**config.mk**
```make
export PLATFORM = sky130hd
export DESIGN_NAME = rsc_enc_src_adapter
export DESIGN_NICKNAME = d
export VERILOG_FILES = /design/src/rtl/rsc_enc_src_adapter.sv
export SDC_FILE = /design/constraint.sdc
export NUM_CORES = 1
export LEC_CHECK = 0
export CAP_MARGIN = 0
export CORE_MARGIN = 10
export CORE_UTILIZATION = 55
export DETAILED_ROUTE_END_ITERATION = 10
export GPL_ROUTABILITY_DRIVEN = 0
export PLACE_DENSITY = 0.95
export SYNTH_ARGS = -nofsm -noshare
export SYNTH_HDL_FRONTEND = slang
export SYNTH_SLANG_ARGS = --single-unit
export TNS_END_PERCENT = 20
```
**constraint.sdc**
```tcl
create_clock -name iclk -period 4.5 [get_ports iclk]
set_input_delay 0.9 -clock iclk [delete_from_list [all_inputs] [get_ports iclk]]
set_output_delay 0.9 -clock iclk [all_outputs]
set_load 0.01 [all_outputs]
```
**src/rtl/rsc_enc_src_adapter.sv**
```systemverilog
// Source adapter in front of the RSC duobit encoder.
// Accepts a valid/ready word stream with per-frame code settings and serialises each word into
// duobits (LSB pair first). Frames are forced to the latched length N: short frames are
// zero-padded, long frames are truncated and the excess words are dropped.
//
// Ports:
//   iclk, ireset, iclkena      clock, async active-low reset, clock enable (0 freezes everything)
//   isop, ieop, ival, idat     input word stream with frame markers
//   itag, icode, iptype, iN    per-frame settings, sampled with the isop word
//   ordy                       word accepted on an edge where ival & ordy & iclkena
//   iencrdy                    encoder can start a new frame (sampled only while waiting)
//   obusy                      adapter is inside a frame
//   osop, oeop, oval, odat     duobit stream towards the encoder
//   otag, ocode, optype, oN    latched per-frame settings
//   oerr_*                     one-cycle error pulses (short, long, bad config, sync)
module rsc_enc_src_adapter #(
  parameter int unsigned pTAG_W = 8,
  parameter int unsigned pDAT_W = 8,
  parameter int unsigned pN_MAX = 4096,
  parameter int unsigned pN_W   = $clog2(pN_MAX + 1)
) (
  input  logic              iclk,
  input  logic              ireset,
  input  logic              iclkena,
  input  logic              isop,
  input  logic              ieop,
  input  logic              ival,
  input  logic [pDAT_W-1:0] idat,
  input  logic [pTAG_W-1:0] itag,
  input  logic [3:0]        icode,
  input  logic [5:0]        iptype,
  input  logic [pN_W-1:0]   iN,
  output logic              ordy,
  input  logic              iencrdy,
  output logic              obusy,
  output logic              osop,
  output logic              oeop,
  output logic              oval,
  output logic [1:0]        odat,
  output logic [pTAG_W-1:0] otag,
  output logic [3:0]        ocode,
  output logic [5:0]        optype,
  output logic [pN_W-1:0]   oN,
  output logic              oerr_short,
  output logic              oerr_long,
  output logic              oerr_cfg,
  output logic              oerr_sync
);

  localparam int unsigned     NDUO     = pDAT_W / 2;
  localparam int unsigned     IDX_W    = (NDUO > 1) ? $clog2(NDUO) : 1;
  localparam logic [IDX_W-1:0] IDX_LAST = IDX_W'(NDUO - 1);
  // Only meaningful when NDUO > 1; with a single duobit per word every index is the last one.
  localparam logic [IDX_W-1:0] IDX_PRE  = IDX_W'(NDUO - 2);
  localparam logic            ONE_DUO  = (NDUO == 1);

  typedef enum logic [2:0] {StIdle, StWaitEnc, StRun, StPad, StDrop} state_t;

  state_t             state;
  logic [pDAT_W-1:0]  wreg;     // held word, shifted right as duobits leave
  logic [IDX_W-1:0]   idx;      // index of the duobit currently at wreg[1:0]
  logic               wvalid;   // word register holds unsent duobits
  logic               weop;     // held word carried ieop
  logic [pN_W-1:0]    cnt;      // duobits emitted in this frame

  logic accept, last_duo, at_end, cfg_bad;

  assign accept   = ival & ordy;
  assign last_duo = (idx == IDX_LAST);
  assign at_end   = (cnt == oN - pN_W'(1));
  assign cfg_bad  = (iN == '0) || (iN > pN_W'(pN_MAX));

  always_ff @(posedge iclk or negedge ireset) begin
    if (!ireset) begin
      state      <= StIdle;
      wreg       <= '0;
      idx        <= '0;
      wvalid     <= 1'b0;
      weop       <= 1'b0;
      cnt        <= '0;
      ordy       <= 1'b0;
      obusy      <= 1'b0;
      osop       <= 1'b0;
      oeop       <= 1'b0;
      oval       <= 1'b0;
      odat       <= '0;
      otag       <= '0;
      ocode      <= '0;
      optype     <= '0;
      oN         <= '0;
      oerr_short <= 1'b0;
      oerr_long  <= 1'b0;
      oerr_cfg   <= 1'b0;
      oerr_sync  <= 1'b0;
    end else if (iclkena) begin
      // Stream outputs and error flags are single-cycle unless re-asserted below.
      osop       <= 1'b0;
      oeop       <= 1'b0;
      oval       <= 1'b0;
      odat       <= '0;
      oerr_short <= 1'b0;
      oerr_long  <= 1'b0;
      oerr_cfg   <= 1'b0;
      oerr_sync  <= 1'b0;

      unique case (state)
        StIdle: begin
          ordy <= 1'b1;
          if (accept) begin
            if (!isop) begin
              oerr_sync <= 1'b1;
            end else begin
              otag   <= itag;
              ocode  <= icode;
              optype <= iptype;
              oN     <= iN;
              wreg   <= idat;
              idx    <= '0;
              weop   <= ieop;
              cnt    <= '0;
              if (cfg_bad) begin
                oerr_cfg <= 1'b1;
                if (!ieop) begin
                  state <= StDrop;
                  obusy <= 1'b1;
                end
              end else begin
                wvalid <= 1'b1;
                state  <= StWaitEnc;
                obusy  <= 1'b1;
                ordy   <= 1'b0;
              end
            end
          end
        end

        StWaitEnc: begin
          if (iencrdy) begin
            state <= StRun;
            ordy  <= ONE_DUO & ~weop;
          end
        end

        StRun: begin
          if (wvalid) begin
            oval <= 1'b1;
            odat <= wreg[1:0];
            osop <= (cnt == '0);
            oeop <= at_end;
            cnt  <= cnt + pN_W'(1);
            wreg <= wreg >> 2;
            idx  <= idx + IDX_W'(1);
          end

          if (wvalid && at_end) begin
            // Frame length reached: anything still held or arriving is excess.
            wvalid <= 1'b0;
            ordy   <= 1'b1;
            if (!(last_duo && weop)) oerr_long <= 1'b1;
            // An ieop already held or accepted right now closes the source frame.
            if (weop || (accept && ieop)) begin
              state <= StIdle;
              obusy <= 1'b0;
            end else begin
              state <= StDrop;
            end
          end else if (wvalid && !last_duo) begin
            // Raise ready one cycle ahead so the next word lands on the last-duobit edge.
            ordy <= (idx == IDX_PRE) & ~weop;
          end else if (wvalid && weop) begin
            wvalid <= 1'b0;
            ordy   <= 1'b0;
            state  <= StPad;
          end else if (accept) begin
            wreg      <= idat;
            idx       <= '0;
            weop      <= ieop;
            wvalid    <= 1'b1;
            oerr_sync <= isop;
            ordy      <= ONE_DUO & ~ieop;
          end else begin
            wvalid <= 1'b0;
            ordy   <= 1'b1;
          end
        end

        StPad: begin
          oval <= 1'b1;
          oeop <= at_end;
          cnt  <= cnt + pN_W'(1);
          ordy <= 1'b0;
          if (at_end) begin
            oerr_short <= 1'b1;
            state      <= StIdle;
            obusy      <= 1'b0;
            ordy       <= 1'b1;
          end
        end

        StDrop: begin
          ordy <= 1'b1;
          if (accept && ieop) begin
            state <= StIdle;
            obusy <= 1'b0;
          end
        end

        default: begin
          state <= StIdle;
          obusy <= 1'b0;
          ordy  <= 1'b1;
        end
      endcase
    end
  end

endmodule
```
==> metrics.md <==
| Metric | Value |
|---|---|
| Outcome | `finished clean` |
| Syn_nets | `465` |
| PD cells | `673 nW/um^2` |
| Critical-path maximum fanout | `10` |
| Synth top area cells | `dfrtp_1 (44%), mux2_2 (9.0%), o21ai_0 (3.6%)` |
| DP Cell Count | `580` |
| Die Span X | `105 um` |
| R2R depth | `11` |
| # clock sinks | `70` |
| Die area | `11100 um^2` |
| Maxcap violations | `0` |
| DR vias | `3624` |
| CTS buffer count | `9` |
| Place WS | `1000 ps` |
| GR Util All Layers | `19.8%` |
| Antenna Cells | `0` |
| Global-route wire length before repair | `18.1 mm` |
| Pleak | `2.12 nW` |
| Skew-Pair Late Insertion Delay | `350 ps` |
| Tightest Pin Transition | `1000 ps` |
| # hold bufs at CTS | `0` |
| CTS tree | `done` |
| I/O Buffers | `87` |
| Slew Viols, Final | `0` |
| Count of final hold-check violations | `0` |
| Final Util | `74.6%` |
| FP Rows | `30` |
| Finish-stage setup viols | `0` |
| Final setup margin | `893 ps` |
| Detail Route Antenna Nets | `0` |
| Post-synth EDFFs | `0` |
| Reg2reg setup slack | `890 ps` |
| CTS H-tree lvls | `3` |
| Vias per Instance | `6.08` |
| GR Overflow Total | `0` |
| Hold Path End | `otag[0]` |
| Initial antenna violation count | `0` |
| Period utilization | `80.1%` |
| Largest net degree at the start of global routing | `46` |
| Netlist Area Pre-Place | `3990 um^2` |
| Hold depth | `1` |
| Clock skew | `12.3 ps` |
| Layout overhead on the synthesized area | `29.4%` |
| #FFs+latches synth | `70` |
| Critical Path RT | `4790 ps` |
| Placed Area | `4930 um^2` |
| Slew HR | `33.3%` |
| Worst Setup Start Kind | `flip-flop` |
| Synth Flop Type | `dfrtp_1` |
| Worst hold start | `otag[0]` |
| Max rail drop VDD | `0.412 mV` |
| DRC Markers | `0` |
| CTS clock-pin slew for the worst setup and hold paths | `80 ps` |
| First-pass iteration count of the detailed router | `4` |
| Post-layout net count | `546` |
| Initial Utilization | `57.7%` |
| Drt wl/cell | `18.6 um` |
| Seq/Total Area, Yosys | `44.0%` |
| Hold crit path type | `reg2reg` |
| Routed wire length | `11.1 mm` |
| Mean Syn Cell Area | `9.63 um^2` |
| DRT iter0 DRCs | `220` |
| Worst R2R End | `wreg[5]` |
| CP Data Arrival Time | `3900 ps` |
| DP Wirelength | `8.20 mm` |
| Max Freq | `277 MHz` |
| Core region area | `6910 um^2` |
| Unrepaired setup endpoints after global routing | `false` |
| Design area | `5150 um^2` |
| Synth warn | `0` |
| Post-CTS Setup Inserts | `0` |
| Layout cell share with drive strength beyond 1 | `13.4%` |
| Async SR Flop Fraction | `100%` |
| Area share of the largest cell type after synthesis | `44.0%` |
| WS Path Type | `reg2reg` |
| DIE HEIGHT | `105 um` |
| Root Driver | `clkbuf_8` |
| CTS Buffer Depth | `2` |
| Crit end category | `flip-flop` |
| Min Tclk post-route | `3610 ps` |
| Leading area contributor after synthesis | `dfrtp_1` |
| Post-CTS sizing | `0` |
| Via count of the first global-routing pass | `3667` |
| Sum Neg Setup Slack | `0 ps` |
| Post-Syn Instances | `414` |
| Top-Level Pins | `88` |
| FF-to-FF Start | `oN[0]` |
| Yosys cell types | `61` |
| Final Instance Count excl. Fillers | `596` |
==> cells by family after synthesis <==
kind of cell,count (synthesis),share of synthesized area (%)
xor gates and xnor gates,21,4.62
buffers and inverters,42,4.43
and+or+nand+nor,148,20.2
DFF,70,44.0
muxes,40,11.2
adders and majority gates,5,1.57
AOI/OAI and AO/OA,88,14.1
==> sequential cells by signal, summed over array words and instances (netlist names), 2 cells and up <==
register / flops
state: 3
oN: 13
idx: 2
odat: 2
otag: 8
wreg: 8
cnt: 13
optype: 6
ocode: 4
==> stage by stage <==
stage,power (mW),hold WS [ps]
detailed placement,2.87,495
floorplan,2.18,461
CTS,3.47,513
global route,3.68,528
global placement,2.78,488
finish,3.47,509
==> cell usage after synthesis, types with 6 or more instances <==
cell,count
dfrtp_1,70
nand2_1,35
nor2_1,35
mux2_2,32
o21ai_0,29
a21oi_1,20
inv_1,20
clkbuf_1,15
nand3_1,14
xnor2_1,11
and3_1,10
xor2_1,10
a31oi_1,8
mux2i_1,7
nand2b_1,7
o22ai_1,7
nor3_1,6
==> routing by layer <==
metal	up-vias	part of all wire, %	track usage [%]
met5	-	0	0
met4	0	2.5	9.71
met3	30	6.1	3.99
met2	189	52	35.2
met1	1760	39	21.9
li1	1645	-	-
==> worst max path at each step <==
stage / start / endpoint / slack [ps] / cells after the start
after global routing: oN[1] / wreg[5] / 660 / 11
after detailed placement: oN[0] / state[2] / 1000 / 10
after CTS: oN[0] / wreg[5] / 950 / 11
after floorplan: oN[0] / state[2] / 1510 / 10
final: oN[0] / wreg[5] / 890 / 11
after global placement: iN[1] / state[2] / 1110 / 8
==> cell usage in the layout (no fill, tap or decap), types with 8 or more instances in the layout <==
| cell | instances |
|---|---|
| xnor2_1 | 11 |
| a21oi_1 | 20 |
| clkbuf_8 | 9 |
| mux2_2 | 32 |
| dfrtp_1 | 70 |
| clkdlybuf4s50_1 | 86 |
| o21ai_0 | 29 |
| and3_1 | 10 |
| nand3_1 | 14 |
| nand2_1 | 35 |
| nor2_1 | 34 |
| inv_1 | 20 |
| xor2_1 | 10 |
| a31oi_1 | 8 |
==> final cells by class <==
| cell class | instances | area (um^2) |
|---|---|---|
| fillers | 480 | 1750 |
| clock buffers | 9 | 124 |
| well taps | 96 | 120 |
| inverters | 20 | 75.1 |
| repair buffers | 92 | 916 |
| flip-flops and latches | 70 | 1750 |
| multi-input cells | 302 | 2060 |
| clock inverters | 7 | 104 |
==> worst max-delay path, cell delays in order (launching register included) <==
cell	delay (ps)
dfrtp_1	480
inv_1	110
ha_1	240
nor3b_2	530
nand2_1	110
a32o_1	280
a211o_1	260
nor4b_4	510
buf_4	240
nand2b_1	320
and3_1	270
a221o_1	190
==> where the power goes <==
group / total (mW) / internal (mW) / switching (mW)
clock: 0.582 / 0.320 / 0.262
sequential: 1.18 / 0.883 / 0.299
combinational: 1.70 / 0.880 / 0.823
(Power assumes the default switching activity.)
